<file path="src/rtl/gshare_predictor.sv">
// Gshare / bimodal branch direction predictor: a table of saturating counters indexed by
// PC (optionally XOR global history), trained by resolved outcomes, with a misprediction counter.
module gshare_predictor #(
    parameter int PC_BITS    = 8,
    parameter int INDEX_BITS = 4,
    parameter int CTR_BITS   = 2,
    parameter int HIST_BITS  = 4,
    parameter int USE_GSHARE = 1,
    parameter int INIT_CTR   = (1 << CTR_BITS) - 1,
    parameter int MISS_BITS  = 16
) (
    input  logic                 clk,
    input  logic                 rst_n,
    input  logic                 request,
    input  logic [PC_BITS-1:0]   req_pc,
    output logic                 prediction,
    output logic                 pred_valid,
    input  logic                 result,
    input  logic [PC_BITS-1:0]   upd_pc,
    input  logic                 taken,
    output logic [MISS_BITS-1:0] miss_count,
    output logic [HIST_BITS-1:0] history
);

    localparam int                  ENTRIES  = 1 << INDEX_BITS;
    localparam logic [CTR_BITS-1:0] CTR_MAX  = '1;
    localparam logic [CTR_BITS-1:0] CTR_INIT = CTR_BITS'(INIT_CTR);

    logic [CTR_BITS-1:0]   r_table [ENTRIES];
    logic [HIST_BITS-1:0]  r_history;
    logic [MISS_BITS-1:0]  r_miss;
    logic                  r_prediction;
    logic                  r_pred_valid;

    logic [INDEX_BITS-1:0] w_hash;
    logic [INDEX_BITS-1:0] w_req_idx;
    logic [INDEX_BITS-1:0] w_upd_idx;
    logic [CTR_BITS-1:0]   w_upd_ctr;
    logic [CTR_BITS-1:0]   w_next_ctr;
    logic                  w_miss;
    logic                  w_unused_pc;

    // History is zero-extended at the MSB end before folding into the index.
    assign w_hash      = (USE_GSHARE != 0) ? INDEX_BITS'(r_history) : '0;
    assign w_req_idx   = req_pc[INDEX_BITS-1:0] ^ w_hash;
    assign w_upd_idx   = upd_pc[INDEX_BITS-1:0] ^ w_hash;
    assign w_upd_ctr   = r_table[w_upd_idx];
    assign w_miss      = w_upd_ctr[CTR_BITS-1] != taken;
    // Upper PC bits only alias into the table.
    assign w_unused_pc = ^{req_pc, upd_pc};

    always_comb begin
        // NOTE: default first so every path assigns w_next_ctr and no latch is inferred.
        w_next_ctr = w_upd_ctr;
        if (taken && (w_upd_ctr != CTR_MAX)) begin
            w_next_ctr = w_upd_ctr + CTR_BITS'(1);
        end else if (!taken && (w_upd_ctr != '0)) begin
            w_next_ctr = w_upd_ctr - CTR_BITS'(1);
        end
    end

    always_ff @(posedge clk) begin
        if (!rst_n) begin
            // NOTE: every counter must restart at INIT_CTR, so the table is a reset register
            // array rather than a RAM macro.
            for (int i = 0; i < ENTRIES; i++) begin
                r_table[i] <= CTR_INIT;
            end
            r_history    <= '0;
            r_miss       <= '0;
            r_prediction <= 1'b0;
            r_pred_valid <= 1'b0;
        end else begin
            // NOTE: non-blocking updates give read-before-write when predict and train collide.
            r_pred_valid <= request;
            if (request) begin
                r_prediction <= r_table[w_req_idx][CTR_BITS-1];
            end
            if (result) begin
                r_table[w_upd_idx] <= w_next_ctr;
                r_history          <= HIST_BITS'({r_history, taken});
                if (w_miss && (r_miss != '1)) begin
                    r_miss <= r_miss + MISS_BITS'(1);
                end
            end
        end
    end

    assign prediction = r_prediction;
    assign pred_valid = r_pred_valid;
    assign miss_count = r_miss;
    assign history    = r_history;

endmodule

</file>
<file path="config.mk">
export PLATFORM = sky130hd
export DESIGN_NAME = gshare_predictor
export DESIGN_NICKNAME = d
export VERILOG_FILES = /design/src/rtl/gshare_predictor.sv
export SDC_FILE = /design/constraint.sdc
export NUM_CORES = 1
export LEC_CHECK = 0
export CELL_PAD_IN_SITES_DETAIL_PLACEMENT = 0
export CELL_PAD_IN_SITES_GLOBAL_PLACEMENT = 1
export CORE_ASPECT_RATIO = 0.8
export CORE_MARGIN = 2
export CORE_UTILIZATION = 46
export CTS_CLUSTER_DIAMETER = 40
export CTS_CLUSTER_SIZE = 20
export DETAILED_ROUTE_END_ITERATION = 10
export PLACE_DENSITY_LB_ADDON = 0.25
export SYNTH_ARGS = -nofsm -noshare
export SYNTH_HDL_FRONTEND = slang
export SYNTH_SLANG_ARGS = --single-unit
</file>
<file path="constraint.sdc">
create_clock -name clk -period 6.1 [get_ports clk]
set_input_delay 1.525 -clock clk [delete_from_list [all_inputs] [get_ports clk]]
set_output_delay 1.525 -clock clk [all_outputs]
set_load 0.02 [all_outputs]
</file>
# After elaboration in Yosys (flattened, before gate mapping)
# Memories as Yosys holds them, arrays and structs flattened. A register that Yosys moved wholly into a read port is not among the register bits.
# Index checks and enable logic that the tools add are counted.
dict set report word_totals {
  regBits 21
  latch_bits 0
  ram_bits 32
  rom_bits 0
  input_bits 21
  memories 1
}
dict set report classes {
  addsub 3
  mul 0
  div 0
  magnitude_cmp 0
  eq_ne 3
  shifts 0
  mux 9
  bitwise 2
  reduce_logical 8
}
# name depth width rd rd_ports_with_merged_regs wr line_no
set mem_list {}
lappend mem_list {r_table 16 2 2 1 16 29} ;# logic [CTR_BITS-1:0] r_table [ENTRIES];
# op n
set op_table {}
lappend op_table {{$add A16 B1 Y16 const B} 1}
lappend op_table {{$ne A16 B16 Y1 const B} 1}
lappend op_table {{$xor A4 B4 Y4} 2}
lappend op_table {{$mux W2} 3}
lappend op_table {{$mux W1} 5}
lappend op_table {{$mux W4} 1}
lappend op_table {{$logic_and A1 B1 Y1} 3}
lappend op_table {{$add A2 B1 Y2 const B} 1}
lappend op_table {{$logic_not A1 Y1} 2}
lappend op_table {{$ne A2 B2 Y1 const B} 1}
lappend op_table {{$reduce_and A2 Y1} 1}
lappend op_table {{$reduce_bool A2 Y1} 1}
lappend op_table {{$reduce_or A2 Y1} 1}
lappend op_table {{$sub A2 B1 Y2 const B} 1}
lappend op_table {{$ne A1 B1 Y1} 1}

# Depth between registers and ports, before layout
# Gate-level depths: netlist of the first run.
# An unclocked memory read counts as a cell.
dict set report depth {
  depth_word 7
  depth_mapped 13
  mapped_depth_nobuf 10
}

# Worst setup path after synthesis of the first run
# OpenSTA, ideal clock, no wires.
dict set report synth_path {
  path_kind {input port to flip-flop}
  startpoint {input upd_pc[1]}
  endpoint {memory r_table[10][1], data pin}
  setup_ns 0.259
  arrival_time_ns 3.581
  required_time_ns 5.841
  slack_ns 2.260
  cell_stages 10
  cell_sequence {xor2_4 -> mux4_2 -> nand3_1 -> nand4_1 -> ha_1 -> a41oi_1 -> xnor2_1 -> a21oi_2 -> buf_4 -> nand2_1}
}
# item line_no
set synth_rtl {}
lappend synth_rtl {{start, declared} 19} ;# input logic [PC_BITS-1:0] upd_pc,
lappend synth_rtl {{end, declared} 29}

==> impl_metrics.csv, run 1 <==
group,metric,value,unit
synthesis,ys_seq_area_share,47.2,%
global_route,grt_usage,19.6,%
synthesis,synth_flop_cell,"edfxtp_1",
clock_tree,htree_levels,2,
synthesis,yosysTopAreaCell,"edfxtp_1",
global_route,first_global_vias,2143,
setup_path,rr_startpoint,"history[0]",
routing,via_count,2301,
setup_path,timing.rr.end,"r_table[0][1]",
setup_path,critPathLaunchType,"input port",
timing,worst_slew_pin_slew,0.846,ns
setup_path,endpoint,"r_table[0][1]",
routing,vias_per_cell,5.75,
global_route,grt_antenna_before_repair,0,
pwr,max-vdd-ir-drop,0.0843,mV
floorplanning,rows,26,
floorplanning,io_pins,43,
routing,avgRoutedWirePerCell,16.6,um
global_route,grt_max_degree,33,
clock_tree,tritoncts,"done",
clock_tree,clock-sinks,54,
place,pre_cts_slack,1.01,ns
routing,drtIter0Drc,132,
pwr,p_leak,0.995,nW
synthesis,synthCells,288,
final_layout,layout-drive-gt1-share,9.49,%
clock_tree,cts_resized,0,
setup_path,critical_path.max_fanout,16,
synthesis,ys_types,45,
routing,drcViolationCount,0,
synthesis,synthArstFlopShare,0,%
timing,finalHoldViolations,0,
timing,slew_viol_final,0,
setup_path,crit_arrival,4.83,ns
floorplanning,die_w,93.9,um
synthesis,syn-mean-instance-area,10.3,um2
clock_tree,cts-root-buf,"clkbuf_8",
final_layout,n_antenna_cell,0,
setup_path,cp_slowest_cell,"a21oi_2",
setup_path,worstPathRequired,6.14,ns
floorplanning,die_y,75.9,um
worst_hold_path,holdPathStages,2,
synthesis,synth_edf_count,32,
synthesis,syn_nets,312,
clock_tree,cts_made_buffers,5,
synthesis,syn-cell-area,2970,um2
clock_tree,cts_buffer_depth,2,
setup_path,path_class,"in2reg",
timing,post-route-period-util,78.6,%
run_status,outcome,"complete, no violations",
setup_path,cp-end-kind,"register",
job,drv_cap,0,
place,gp_routability_congestion,0.774,
clock_tree,cts-hold-fix-buffers,0,
setup_path,startpoint,"upd_pc[0]",
floorplanning,start_util,47.1,%
setup_path,cp_num_buf_inv,2,
final_layout,syn_to_final_growth,15.4,%
timing,clock.fmax,0.209,GHz
routing,drtPass1Iterations,4,
place,hpwl,4690,um
final_layout,nNetsFinal,339,
floorplanning,design.die.area,7120,um2
clock_tree,clkLatencyLatePin,0.32,ns
worst_hold_path,hold_class,"reg2reg",
timing,rsz0062_at_grt,"no",
setup_path,cp_top_family,"compound AO/OA/AOI/OAI gates",
final_layout,layout.cells.most_common,"nand2_1",
setup_path,r2r_slack,2.59,ns
routing,ant_nets,0,
place,portBuffers,34,
global_route,globalRouteOverflowTotal,0,
timing,fin_crit,4.79,ns
setup_path,crit_path_max_incr_delay,0.66,ns
setup_path,crit_chain,"clkdlybuf4s50_1 > xnor2_4 > mux2i_1 > o221ai_1 > a22oi_2 > inv_4 > ha_1 > a41oi_1 > xnor2_1 > a21oi_2 > nand2_1",
synthesis,synthTopCellsByArea,"edfxtp_1 (32%), dfxtp_1 (15%), mux4_2 (6.1%)",
synthesis,ys_ff_latch,54,
clock_tree,cts_setup_buffers,0,
timing,final.setup.worst_slack,1.31,ns
synthesis,yosysWarnings,0,
setup_path,worstSetupPathDepth,11,
final_layout,final_cell_mix,"nand2_1 (47), clkdlybuf4s50_1 (34), edfxtp_1 (32), o21ai_0 (24)",
routing,wl,6660,um
clock_tree,path_clk_slew,0.10,ns
timing,slew_headroom,43.5,%
synthesis,synth_top_area_share,32.3,%
timing,finalSetupViolations,0,
setup_path,reg2reg_depth,10,
floorplanning,core_area,6310,um2
timing,fin_skew,0.0100,ns
pwr,p_per_area,213,nW/um2
timing,setup-tns-final,0,ns
global_route,grt_pass1_wl,10600,um
[flip-flops by register name (all words and copies together) (netlist names)]
signal and count:
history 4, r_table 32, pred_valid 1, prediction 1
miss_count 16
[synth_stat cells (3+ instances only)]
library cell  instances
o31ai_1               8
or3_1                 9
nor2_1               22
o221ai_1              3
buf_6                 3
dfxtp_1              22
nand3_1               9
nand2_1              47
mux4_2                8
ha_1                  3
o21ai_0              24
clkbuf_1              6
inv_1                 3
edfxtp_1             32
or4_1                 7
a21oi_1              17
buf_2                 6
xnor2_1               6
xor2_1                4
nand4_1               7
mux2i_1              14
[power by group]
group	switching, W	internal [W]
logic	0.0000841	0.0000459
clock network	0.000122	0.0000809
registers	0.00000554	0.000390
total	0.000211	0.000517
[cell type report]
type                       count  area (um2)
timing repair buffer          36         355
inverter                       5        21.3
clock inverter                 3        21.3
sequential                    54        1400
tap                           84         105
fill                         565        2880
clock buffer                   5        68.8
multi-input combinational    213        1460
[per-stage QoR]
step | cells | utilization [%] | hold slack, ns | total power [W] | instance area (um2)
after floorplan | 288 | - | 0.542 | 0.000497 | 2970
after global placement | 392 | 52.9 | 0.468 | 0.000533 | 3340
after detailed placement | 392 | 52.9 | 0.484 | 0.000534 | 3340
after CTS | 400 | 54.3 | 0.499 | 0.000731 | 3430
after global routing | 400 | 54.3 | 0.524 | 0.000758 | 3430
final | 400 | 54.3 | 0.499 | 0.000729 | 3430
[how the worst min path moves through the flow]
| stage | startpoint | end |
|---|---|---|
| 3_5_place_dp | miss_count[10] | miss_count[10] |
| 2_1_floorplan | miss_count[10] | miss_count[10] |
| 5_1_grt | miss_count[12] | miss_count[12] |
| 6_report | miss_count[10] | miss_count[10] |
| 3_3_place_gp | miss_count[10] | miss_count[10] |
| 4_1_cts | miss_count[10] | miss_count[10] |
[cells by family (layout without fill, tap and decap cells)]
logic type,after synthesis,after routing,share of synthesized area (%)
multiplexers,23,23,11.2
buffers and inverters,21,49,3.87
AO/OA/AOI/OAI,61,61,12.8
AND/OR/NAND/NOR,112,112,17.9
XOR/XNOR,14,14,5.90
flip-flops,54,54,47.2
adder cells (fa/ha/maj),3,3,1.26
[metal layers]
layer	GRT usage (%)	vias to the layer above	part of all wire, %
met5	0	-	0
met4	5.31	0	0.72
met3	3.36	5	5.8
met2	30.5	66	44
met1	28.7	1107	50
li1	-	1123	-
[worst min-delay path, cell delays in order (launching register included)]
cell     delay, ns
dfxtp_1       0.35
inv_1         0.06
a21oi_1       0.05
Note: power is estimated with default switching activity, not from simulation.
==> run 2, diff against run 1 <==
--- a/config.mk
+++ b/config.mk
@@ -9,7 +9,7 @@
 export CELL_PAD_IN_SITES_GLOBAL_PLACEMENT = 1
 export CORE_ASPECT_RATIO = 0.8
 export CORE_MARGIN = 2
-export CORE_UTILIZATION = 46
+export CORE_UTILIZATION = 38
 export CTS_CLUSTER_DIAMETER = 40
 export CTS_CLUSTER_SIZE = 20
 export DETAILED_ROUTE_END_ITERATION = 10
==> constraint.sdc (replaced) <==
create_clock -name clk -period 4.05 [get_ports clk]
set_input_delay 1.0125 -clock clk [delete_from_list [all_inputs] [get_ports clk]]
set_output_delay 1.0125 -clock clk [all_outputs]
set_load 0.02 [all_outputs]
==> run 2 against run 1 <==
Worst setup slack got worse by 1.1 ns. Highest routed layer unchanged. Register-to-register slack got worse by 1.7 ns. Clock skew decreased by 0.0016 ns. Sequential cell count unchanged. Die area increased by 20%.
==> impl_metrics.csv, run 2 (same netlist as run 1, synthesis figures left out) <==
group,metric,value,unit
run_status,outcome,"complete, no violations",
routing,ant_nets,0,
floorplanning,core_area,7500,um2
setup_path,critPathLaunchType,"input port",
routing,drtIter0Drc,125,
clock_tree,cts_buffer_depth,2,
routing,wl,7060,um
timing,slew_headroom,63.0,%
final_layout,final_cell_mix,"nand2_1 (47), clkdlybuf4s50_1 (34), edfxtp_1 (32), o21ai_0 (24)",
global_route,grt_max_degree,33,
setup_path,timing.rr.end,"r_table[6][0]",
timing,timing.hold.ws,0.490,ns
floorplanning,rows,28,
worst_hold_path,whs_endpoint,"miss_count[10]",
routing,via_count,2332,
final_layout,layout-drive-gt1-share,14.4,%
routing,drtPass1Iterations,4,
pwr,pwr-share-clk,34.0,%
global_route,grt_usage,17.3,%
worst_hold_path,hold_class,"reg2reg",
clock_tree,cts-root-buf,"clkbuf_8",
timing,clock.fmax,0.261,GHz
floorplanning,die_y,83.1,um
pwr,pwr-share-comb,18.5,%
final_layout,n_antenna_cell,0,
setup_path,rr_startpoint,"history[1]",
floorplanning,design.die.area,8550,um2
pwr,power_frac_seq,47.5,%
floorplanning,die_w,103,um
worst_hold_path,worstHoldStart,"miss_count[10]",
pwr,p_total,0.00126,W
timing,fin_skew,0.00842,ns
pwr,internal_power,0.000933,W
final_layout,largest_reg_flops,32,
worst_hold_path,holdPathStages,2,
clock_tree,cts-hold-fix-buffers,0,
clock_tree,cts_made_buffers,5,
clock_tree,path_clk_slew,0.10,ns
setup_path,crit_arrival,3.91,ns
place,hpwl,5100,um
place,gp_routability_congestion,0.802,
pwr,max-vdd-ir-drop,0.226,mV
timing,post-route-period-util,94.7,%
setup_path,critical_path.max_fanout,10,
job,drv_cap,0,
routing,drcViolationCount,0,
final_layout,syn_to_final_growth,22.8,%
final_layout,nNetsFinal,357,
routing,vias_per_cell,5.31,
clock_tree,cts_resized,0,
place,portBuffers,34,
setup_path,worstPathRequired,4.12,ns
timing,worst_slew_pin_slew,0.554,ns
routing,avgRoutedWirePerCell,16.1,um
pwr,p_leak,1.11,nW
floorplanning,start_util,39.6,%
setup_path,cp-end-kind,"register",
global_route,grt_pass1_wl,11300,um
timing,finalHoldViolations,0,
clock_tree,clock-sinks,54,
clock_tree,cts_setup_buffers,0,
final_layout,regMostFlops,"r_table",
floorplanning,io_pins,43,
global_route,first_global_vias,2165,
setup_path,r2r_slack,0.93,ns
clock_tree,htree_levels,2,
final_layout,num-fill-cells,722,
timing,finalSetupViolations,0,
pwr,switching_share,25.8,%
final_layout,layout.cells.most_common,"nand2_1",
setup_path,reg2reg_depth,11,
global_route,grt_antenna_before_repair,0,
pwr,p_per_area,344,nW/um2
global_route,globalRouteOverflowTotal,0,
timing,slew_viol_final,0,
clock_tree,clkLatencyLatePin,0.31,ns
timing,rsz0062_at_grt,"no",
timing,fin_crit,3.83,ns
setup_path,path_class,"in2reg",
pwr,p_sw,0.000324,W
clock_tree,tritoncts,"done",
run 2: changes by cell type in the layout (fill, tap and decap cells not counted):
cell,before,now
buf_12,0,1
buf_4,2,19
bufinv_16,0,2
clkinv_2,1,0
clkinvlp_4,1,0
run 2: area by class of cell:
cell class / count / area [um2] / share of cell area [%]
multi-input combinational: 213 / 1460 / 39.9
sequential: 54 / 1400 / 38.4
timing repair buffer: 54 / 503 / 13.8
tap: 105 / 131 / 3.60
clock buffer: 5 / 68.8 / 1.89
clock inverter: 3 / 68.8 / 1.89
inverter: 5 / 21.3 / 0.583
run 2: how the worst max path moves through the flow:
stage / slack (ns) / startpoint / endpoint
floorplan: 0.72 / upd_pc[1] / r_table[10][1]
detailed placement: -0.05 / upd_pc[1] / r_table[4][0]
finish: 0.22 / upd_pc[1] / r_table[6][0]
CTS: 0.23 / upd_pc[1] / r_table[4][0]
global route: 0.02 / upd_pc[0] / r_table[4][1]
global placement: -0.06 / upd_pc[1] / r_table[4][0]
run 2: metal layers:
metal | routed length [um] | global-route usage, % | up-vias
met5 | 0 | 0 | -
met4 | 71 | 5.38 | 0
met3 | 469 | 2.95 | 5
met2 | 3000 | 23.8 | 56
met1 | 3520 | 27.6 | 1110
li1 | - | - | 1161
run 2: power groups by stage:
stage	Clock (W)	Combinational, W	Sequential [W]
CTS	0.000441	0.000234	0.000597
global route	0.000459	0.000255	0.000598
detailed placement	0	0.000233	0.000609
global placement	0	0.000231	0.000609
floorplan	0	0.000138	0.000611
finish	0.000428	0.000233	0.000596
run 2: worst max-delay path, stage by stage:
cell,delay [ns]
clkdlybuf4s50_1,0.61
xor2_4,0.38
mux4_2,0.58
nand3_1,0.13
nand4_1,0.14
buf_4,0.16
inv_1,0.05
ha_1,0.17
mux2i_1,0.10
xnor2_1,0.27
buf_4,0.23
nand2_1,0.07
run 2: per-stage QoR:
| stage | cells | setup TNS (ns) | area, um2 | worst slack [ns] | utilization (%) |
|---|---|---|---|---|---|
| floorplan | 288 | 0 | 2970 | 0.723 | - |
| global placement | 431 | -1.58 | 3510 | -0.0646 | 46.8 |
| detailed placement | 431 | -1.09 | 3510 | -0.0536 | 46.8 |
| CTS | 439 | 0 | 3650 | 0.228 | 48.7 |
| global route | 439 | 0 | 3650 | 0.0168 | 48.7 |
| finish | 439 | 0 | 3650 | 0.216 | 48.7 |
